<file path="src/rtl/axi4_lite_slave_regs.sv">
// axi4_lite_slave_regs
// AXI4-Lite responder for a bank of NREGS 32-bit read/write control registers.
// Register contents are exported on REGS_OUT; WR_STROBE pulses for one cycle
// on the bit of each register that is written.
// Optional build macro AXI4_LITE_SLAVE_WSTRB_EN adds AXI_WSTRB byte-lane
// enables; without it every write replaces the full word.
//
// state  | meaning
// W_IDLE | collecting AW and W (either order); commits when both are held
// W_RESP | write committed, BVALID/BRESP held until BREADY
// R_IDLE | ARREADY high, waiting for a read address
// R_DATA | RVALID/RDATA/RRESP held until RREADY
module axi4_lite_slave_regs #(
    parameter int DW    = 32,
    parameter int AW    = 32,
    parameter int NREGS = 8
) (
    input  logic                  clk,
    input  logic                  resetn,
    input  logic [AW-1:0]         AXI_AWADDR,
    input  logic                  AXI_AWVALID,
    output logic                  AXI_AWREADY,
    input  logic [DW-1:0]         AXI_WDATA,
`ifdef AXI4_LITE_SLAVE_WSTRB_EN
    input  logic [DW/8-1:0]       AXI_WSTRB,
`endif
    input  logic                  AXI_WVALID,
    output logic                  AXI_WREADY,
    output logic [1:0]            AXI_BRESP,
    output logic                  AXI_BVALID,
    input  logic                  AXI_BREADY,
    input  logic [AW-1:0]         AXI_ARADDR,
    input  logic                  AXI_ARVALID,
    output logic                  AXI_ARREADY,
    output logic [DW-1:0]         AXI_RDATA,
    output logic [1:0]            AXI_RRESP,
    output logic                  AXI_RVALID,
    input  logic                  AXI_RREADY,
    output logic [NREGS*DW-1:0]   REGS_OUT,
    output logic [NREGS-1:0]      WR_STROBE
);

    localparam int IW = $clog2(NREGS);
    localparam int SW = DW / 8;
    localparam logic [1:0] RESP_OKAY   = 2'b00;
    localparam logic [1:0] RESP_SLVERR = 2'b10;

    typedef enum logic {W_IDLE, W_RESP} w_state_t;
    typedef enum logic {R_IDLE, R_DATA} r_state_t;

    w_state_t          w_state_q, w_state_d;
    r_state_t          r_state_q, r_state_d;
    logic              aw_ready_q, aw_ready_d;
    logic              w_ready_q, w_ready_d;
    logic              aw_held_q, aw_held_d;
    logic              w_held_q, w_held_d;
    logic [AW-1:0]     awaddr_q, awaddr_d;
    logic [DW-1:0]     wdata_q, wdata_d;
    logic [SW-1:0]     wstrb_q, wstrb_d;
    logic              bvalid_q, bvalid_d;
    logic [1:0]        bresp_q, bresp_d;
    logic [NREGS-1:0]  strobe_q, strobe_d;
    logic              ar_ready_q, ar_ready_d;
    logic              rvalid_q, rvalid_d;
    logic [1:0]        rresp_q, rresp_d;
    logic [DW-1:0]     rdata_q, rdata_d;
    logic [DW-1:0]     regs_q [NREGS];
    logic [DW-1:0]     regs_d [NREGS];

    logic              aw_hs, w_hs, ar_hs;
    logic [AW-1:0]     w_addr_eff;
    logic [DW-1:0]     wdata_eff;
    logic [SW-1:0]     wstrb_in, wstrb_eff;
    logic [IW-1:0]     w_idx, r_idx;
    logic              w_oob, r_oob;
    logic              unused_addr_lsbs;

`ifdef AXI4_LITE_SLAVE_WSTRB_EN
    assign wstrb_in = AXI_WSTRB;
`else
    assign wstrb_in = '1;
`endif

    // Handshakes and the effective write address/data, whether latched earlier or arriving now
    assign aw_hs      = AXI_AWVALID & aw_ready_q;
    assign w_hs       = AXI_WVALID & w_ready_q;
    assign ar_hs      = AXI_ARVALID & ar_ready_q;
    assign w_addr_eff = aw_hs ? AXI_AWADDR : awaddr_q;
    assign wdata_eff  = w_hs ? AXI_WDATA : wdata_q;
    assign wstrb_eff  = w_hs ? wstrb_in : wstrb_q;
    assign w_idx      = w_addr_eff[IW+1:2];
    assign w_oob      = |w_addr_eff[AW-1:IW+2];
    assign r_idx      = AXI_ARADDR[IW+1:2];
    assign r_oob      = |AXI_ARADDR[AW-1:IW+2];
    assign unused_addr_lsbs = ^{w_addr_eff[1:0], AXI_ARADDR[1:0]};

    // Write channel next-state: gather AW and W, commit once both are present
    always_comb begin
        w_state_d  = w_state_q;
        aw_ready_d = aw_ready_q;
        w_ready_d  = w_ready_q;
        aw_held_d  = aw_held_q;
        w_held_d   = w_held_q;
        awaddr_d   = awaddr_q;
        wdata_d    = wdata_q;
        wstrb_d    = wstrb_q;
        bvalid_d   = bvalid_q;
        bresp_d    = bresp_q;
        strobe_d   = '0;
        regs_d     = regs_q;
        case (w_state_q)
            W_IDLE: begin
                if (aw_hs) begin
                    awaddr_d  = AXI_AWADDR;
                    aw_held_d = 1'b1;
                end
                if (w_hs) begin
                    wdata_d  = AXI_WDATA;
                    wstrb_d  = wstrb_in;
                    w_held_d = 1'b1;
                end
                if ((aw_held_q | aw_hs) && (w_held_q | w_hs)) begin
                    aw_held_d  = 1'b0;
                    w_held_d   = 1'b0;
                    aw_ready_d = 1'b0;
                    w_ready_d  = 1'b0;
                    bvalid_d   = 1'b1;
                    bresp_d    = w_oob ? RESP_SLVERR : RESP_OKAY;
                    w_state_d  = W_RESP;
                    if (!w_oob) begin
                        strobe_d[w_idx] = 1'b1;
                        for (int b = 0; b < SW; b++) begin
                            if (wstrb_eff[b]) begin
                                regs_d[w_idx][b*8 +: 8] = wdata_eff[b*8 +: 8];
                            end
                        end
                    end
                end else begin
                    aw_ready_d = !(aw_held_q | aw_hs);
                    w_ready_d  = !(w_held_q | w_hs);
                end
            end
            W_RESP: begin
                if (AXI_BREADY) begin
                    bvalid_d   = 1'b0;
                    aw_ready_d = 1'b1;
                    w_ready_d  = 1'b1;
                    w_state_d  = W_IDLE;
                end
            end
            default: w_state_d = W_IDLE;
        endcase
    end

    // Read channel next-state: capture register value on AR handshake, hold until RREADY
    always_comb begin
        r_state_d  = r_state_q;
        ar_ready_d = ar_ready_q;
        rvalid_d   = rvalid_q;
        rresp_d    = rresp_q;
        rdata_d    = rdata_q;
        case (r_state_q)
            R_IDLE: begin
                ar_ready_d = 1'b1;
                if (ar_hs) begin
                    ar_ready_d = 1'b0;
                    rvalid_d   = 1'b1;
                    rresp_d    = r_oob ? RESP_SLVERR : RESP_OKAY;
                    rdata_d    = r_oob ? '0 : regs_q[r_idx];
                    r_state_d  = R_DATA;
                end
            end
            R_DATA: begin
                if (AXI_RREADY) begin
                    rvalid_d   = 1'b0;
                    ar_ready_d = 1'b1;
                    r_state_d  = R_IDLE;
                end
            end
            default: r_state_d = R_IDLE;
        endcase
    end

    // State and output registers with synchronous active-low reset
    always_ff @(posedge clk) begin
        if (!resetn) begin
            w_state_q  <= W_IDLE;
            r_state_q  <= R_IDLE;
            aw_ready_q <= 1'b0;
            w_ready_q  <= 1'b0;
            aw_held_q  <= 1'b0;
            w_held_q   <= 1'b0;
            awaddr_q   <= '0;
            wdata_q    <= '0;
            wstrb_q    <= '0;
            bvalid_q   <= 1'b0;
            bresp_q    <= 2'b00;
            strobe_q   <= '0;
            ar_ready_q <= 1'b0;
            rvalid_q   <= 1'b0;
            rresp_q    <= 2'b00;
            rdata_q    <= '0;
            for (int i = 0; i < NREGS; i++) begin
                regs_q[i] <= '0;
            end
        end else begin
            w_state_q  <= w_state_d;
            r_state_q  <= r_state_d;
            aw_ready_q <= aw_ready_d;
            w_ready_q  <= w_ready_d;
            aw_held_q  <= aw_held_d;
            w_held_q   <= w_held_d;
            awaddr_q   <= awaddr_d;
            wdata_q    <= wdata_d;
            wstrb_q    <= wstrb_d;
            bvalid_q   <= bvalid_d;
            bresp_q    <= bresp_d;
            strobe_q   <= strobe_d;
            ar_ready_q <= ar_ready_d;
            rvalid_q   <= rvalid_d;
            rresp_q    <= rresp_d;
            rdata_q    <= rdata_d;
            for (int i = 0; i < NREGS; i++) begin
                regs_q[i] <= regs_d[i];
            end
        end
    end

    assign AXI_AWREADY = aw_ready_q;
    assign AXI_WREADY  = w_ready_q;
    assign AXI_BVALID  = bvalid_q;
    assign AXI_BRESP   = bresp_q;
    assign AXI_ARREADY = ar_ready_q;
    assign AXI_RVALID  = rvalid_q;
    assign AXI_RRESP   = rresp_q;
    assign AXI_RDATA   = rdata_q;
    assign WR_STROBE   = strobe_q;

    for (genvar i = 0; i < NREGS; i++) begin : g_regs_out
        assign REGS_OUT[i*DW +: DW] = regs_q[i];
    end

endmodule

</file>
<file path="config.mk">
export PLATFORM = sky130hd
export DESIGN_NAME = axi4_lite_slave_regs
export DESIGN_NICKNAME = d
export VERILOG_FILES = /design/src/rtl/axi4_lite_slave_regs.sv
export SDC_FILE = /design/constraint.sdc
export NUM_CORES = 1
export LEC_CHECK = 0
export ABC_AREA = 1
export CAP_MARGIN = 0
export CORE_ASPECT_RATIO = 1.2
export CORE_MARGIN = 2
export CORE_UTILIZATION = 25
export DETAILED_ROUTE_END_ITERATION = 6
export GPL_TIMING_DRIVEN = 0
export PLACE_DENSITY_LB_ADDON = 0.1
export REMOVE_ABC_BUFFERS = 1
export SETUP_SLACK_MARGIN = 0.02
export SLEW_MARGIN = 30
export SYNTH_ARGS = -nofsm -noshare
export SYNTH_HDL_FRONTEND = slang
export SYNTH_SLANG_ARGS = --single-unit
</file>
<file path="constraint.sdc">
create_clock -name clk -period 2.03 [get_ports clk]
set_clock_uncertainty 0.05 [all_clocks]
set_input_delay 0.406 -clock clk [delete_from_list [all_inputs] [get_ports clk]]
set_output_delay 0.406 -clock clk [all_outputs]
set_load 0.03 [all_outputs]
</file>
==> results <==
- The count of hold buffers inserted by post-cts repair is 0.
- The nature of the critical path endpoint is a flip-flop.
- Clock tree synthesis found a total of 373 sinks.
- Data on the critical path is required at its endpoint by 2.50 ns.
- The number of antenna violations at the first check in global routing came to 4.
- After synthesis, the mean cell area works out to 6.38 µm².
- The chip height is 306 µm.
- The detailed-placement wirelength estimate is 56500 µm.
- The critical path buffer and inverter count is 9.
- The iteration-0 DRC count of the detailed router is 1283.
- The worst register-to-register path begins at AXI_AWREADY$_SDFFE_PN0P_.
- The path class of the lowest-slack min-delay path is in -> reg.
- The number of unique standard cell types used by synthesis is 29.
- The total overflow left after global routing is 0.
- The placeable core region is 75100 µm².
- The die is 256 µm wide.
- The register-to-register setup slack is -0.29 ns.
- The largest buffer count on any clock path is 3.
- The dominant delay contributor by cell family on the critical path is buffers and inverters.
- Summing the sequential cell areas from Yosys gives 39.3% of the chip area.
- The relative contribution of combinational cells to total power is 16.4%.
- In this run the most critical hold path is launched from resetn.
- Row generation in the floorplan step produced 110 rows.
- 0 antenna diodes ended up in the layout.
- The fmax is 0.431 GHz.
- The number of I/O pins is 408.
- Of the cells placed in the final design, the portion with a size suffix greater than 1 is 15.9%.
- The number of endpoints with negative hold slack in the final report was 0.
- The worst slack at placement is -2.22 ns.
- The switching portion of total power is 29.1%.
- The share of the cycle needed by the critical path after routing is 114%.
- The setup violation total in the final timing report is 264.
- Summed over all failing endpoints, the final setup total negative slack is -41.66 ns.
- The detailed-route wire length per cell is 20.5 µm.
- The cell count of the worst reg-to-reg path is 17.
- Entering global routing, the biggest net connects 103 pins.
- STA classifies the critical path startpoint as a flip-flop.
- The number of max-slew violations in the final report is 0.
- The remaining antenna violation count is 0.
- Setup repair after global routing could not meet its margin everywhere.
- The cell sitting at the root of the clock tree is a clkbuf_16.
- The clock share of power is 45.4%.
- At the end of the flow, the number of nets in the layout was 3551.
- The maximum VDD drop is 0.000473 V.
- The cell type of the slowest stage on the worst timing path is dfxtp_4.
- From synthesis to final layout, the design area changed by 53.3%.
- The via count of the first global-routing pass is 19700.
- The post-layout instance count excluding filler cells is 4492.
- The effective utilization at floorplan is 25.3%.
- The most numerous cell type found on the critical path is buf_16.
- The critical path data arrival time is 2.79 ns.
- The count of buffers from port buffering is 401.
- The largest single stage delay on the critical path is 0.40 ns.
- The worst reg2reg path endpoint is REGS_OUT[82]$_SDFFE_PN0P_.
- For hold timing, the worst endpoint is REGS_OUT[253]$_SDFFE_PN0P_.
- Overall power consumption after layout is estimated at 19.7 mW.
- After technology mapping, the gate count stands at 2977.
- The tool flagged a number of max-cap violations equal to 0.
- The die area is 78100 µm².
- The congestion estimate from routability-driven global placement came to 0.796.
- After clock tree synthesis, the clock-pin slew on the worst setup and hold paths is 0.06 ns.
- The leakage power of the design is 13.7 nW.
- The checks that failed: negative setup slack.
- Global routing used 22.2% of the available tracks.
- Cell internal power was estimated by the tool at 14.0 mW.
- The routed wire length is 92300 µm.
- Once routing completed, OpenROAD measured the worst setup slack at -0.291 ns.
- The pre-antenna-repair detailed-routing pass consisted of 5 iterations.
- During synthesis, Yosys emitted a total of 0 warnings.
- In this run the tightest slew margin relative to its limit is 34.8%.
- The count of unresolved DRC violations after routing is 0.
- The total placed cells including tap cells is 4234.
- The tightest hold path in the finished design has a slack of 0.174 ns.
- The first global-routing pass estimated 131000 µm of wire.
- The slew at the pin closest to its max-slew limit is 0.951 ns.
- The critical path goes through nand2_8 -> inv_8 -> buf_6 -> nand3b_1 -> nand2_1 -> nand3_2 -> nor2_4 -> buf_6 -> buf_16 -> buf_16 -> buf_16 -> buf_16 -> buf_16 -> nand3_4 -> nand2_1 -> inv_1 -> nor2_1.
- By startpoint and endpoint, the worst setup path is classified as reg -> reg.
- The final period demand of the worst path is 2.32 ns.
- The power density over the cells is 679 nW/µm².
- The cell depth of the worst hold path is 3.
- Of the total power, registers draw 38.2%.
- The total clock buffers created by CTS is 47.
- The net switching power is 5.74 mW.
- In this run, synthesis produced a sequential element count of 373.
- Summing every instance area after synthesis gives 19000 µm².
- The final route contains 20900 vias.
- The maximum net fanout on the critical path is 8.
- The TritonCTS clock tree is built.
- The insertion delay of the later-clocked pin in the worst-skew pair is 0.60 ns.
- The flow ran to the end, but the final reports show violations.
- The average vias per placed instance is 4.65.
- CTS built an H-tree with a depth of 2.
## cells in the mapped netlist
master / n / area (µm²)
nor4_1: 5 / 31.3
o21ai_0: 193 / 966
inv_2: 3 / 11.3
inv_1: 545 / 2050
nand3_1: 80 / 400
a31oi_1: 1 / 6.26
clkinv_1: 2 / 7.51
buf_2: 50 / 250
nand2_1: 655 / 2460
buf_1: 32 / 120
nor2_2: 2 / 12.5
nor2_1: 407 / 1530
dfxtp_1: 373 / 7470
nor2_4: 6 / 67.6
a211oi_1: 1 / 7.51
conb_1: 1 / 3.75
mux2i_1: 32 / 320
o211ai_1: 1 / 7.51
buf_4: 4 / 30.0
o21ai_1: 1 / 5.00
o21ai_4: 1 / 16.3
nand3_2: 23 / 230
nand4_1: 257 / 1610
a21oi_1: 177 / 886
or2_2: 1 / 6.26
nor3_1: 9 / 45.0
inv_4: 1 / 6.26
clkbuf_1: 112 / 420
nand3b_1: 2 / 15.0
## sequential cells by signal, indices dropped and copies added, names as in the netlist, 4 cells and up
| signal | count |
|---|---|
| AXI_RDATA | 32 |
| wdata_q | 32 |
| awaddr_q | 30 |
| WR_STROBE | 8 |
| REGS_OUT | 256 |
| wstrb_q | 4 |
## cell usage in the layout (no fill, tap or decap), types with 69 or more instances in the layout
| master | Yosys | layout |
|---|---|---|
| dlygate4sd2_1 | 0 | 304 |
| nand3_1 | 80 | 69 |
| inv_1 | 545 | 493 |
| nand4_1 | 257 | 257 |
| buf_4 | 4 | 82 |
| clkdlybuf4s50_1 | 0 | 93 |
| nand2_2 | 0 | 90 |
| nor2_1 | 407 | 387 |
| o21ai_0 | 193 | 193 |
| a21oi_1 | 177 | 177 |
| nand2_1 | 655 | 552 |
| dfxtp_1 | 373 | 369 |
## cells by family (layout without fill, tap and decap cells)
kind of cell           count (synthesis)  count (layout)  synth area share, %
buffers and inverters                749            1252                 15.2
muxes                                 32              32                 1.69
and+or+nand+nor                     1447            1450                 33.7
AOI/OAI and AO/OA                    375             375                 9.98
other                                  1               2               0.0198
DFF                                  373             373                 39.3
## how the worst max path moves through the flow
stage	end	slack, ns	start	cells past startpoint
finish	REGS_OUT[82]$_SDFFE_PN0P_	-0.29	AXI_AWREADY$_SDFFE_PN0P_	17
global route	REGS_OUT[209]$_SDFFE_PN0P_	-0.40	AXI_AWREADY$_SDFFE_PN0P_	16
CTS	REGS_OUT[80]$_SDFFE_PN0P_	-0.26	AXI_AWREADY$_SDFFE_PN0P_	17
detailed placement	REGS_OUT[80]$_SDFFE_PN0P_	-2.22	AXI_AWVALID	16
global placement	REGS_OUT[14]$_SDFFE_PN0P_	-22.92	AXI_WVALID	11
floorplan	REGS_OUT[0]$_SDFFE_PN0P_	-11.47	AXI_WREADY$_SDFFE_PN0P_	10
## worst register-to-register path, delay by kind of cell, from the launching register on
kind                   cells  cell delay, ns
buffers and inverters      9            0.97
DFF                        1            0.40
and+or+nand+nor            8            0.82
## power by group through the flow
stage	clock [mW]	combinational (mW)	sequential, mW
global route	9.45	3.45	7.56
detailed placement	0	2.61	7.68
finish	8.96	3.24	7.54
floorplan	0	1.13	7.69
global placement	0	2.63	7.67
CTS	9.19	3.00	7.54
## per-layer routing
layer,wire length [µm],vias up,global-route usage [%]
li1,-,10400,-
met1,38700,9741,27.2
met2,44600,640,38.3
met3,6580,130,5.51
met4,2360,4,6.05
met5,22,-,0
## final cells by class
| class | count | area (µm²) |
|---|---|---|
| multi-input cells | 1859 | 9630 |
| flip-flops and latches | 373 | 7470 |
| well taps | 1008 | 1260 |
| fillers | 7935 | 46000 |
| clock buffers | 75 | 1480 |
| clock inverters | 10 | 144 |
| inverters | 551 | 2110 |
| repair buffers | 616 | 7000 |
## through the flow
step	instance area, µm²	util [%]
final	29100	38.7
after global routing	29100	38.7
after CTS	27900	37.2
after detailed placement	24700	32.9
after global placement	23400	31.2
after floorplan	18200	-
## what timing repair did
item	in CTS	in global routing
pin swaps	75	159
setup endpoints to repair	660	292
cloned	19	13
setup buffers	80	65
gates resized for setup	447	209
No activity file was read; power rests on OpenSTA's default activity.
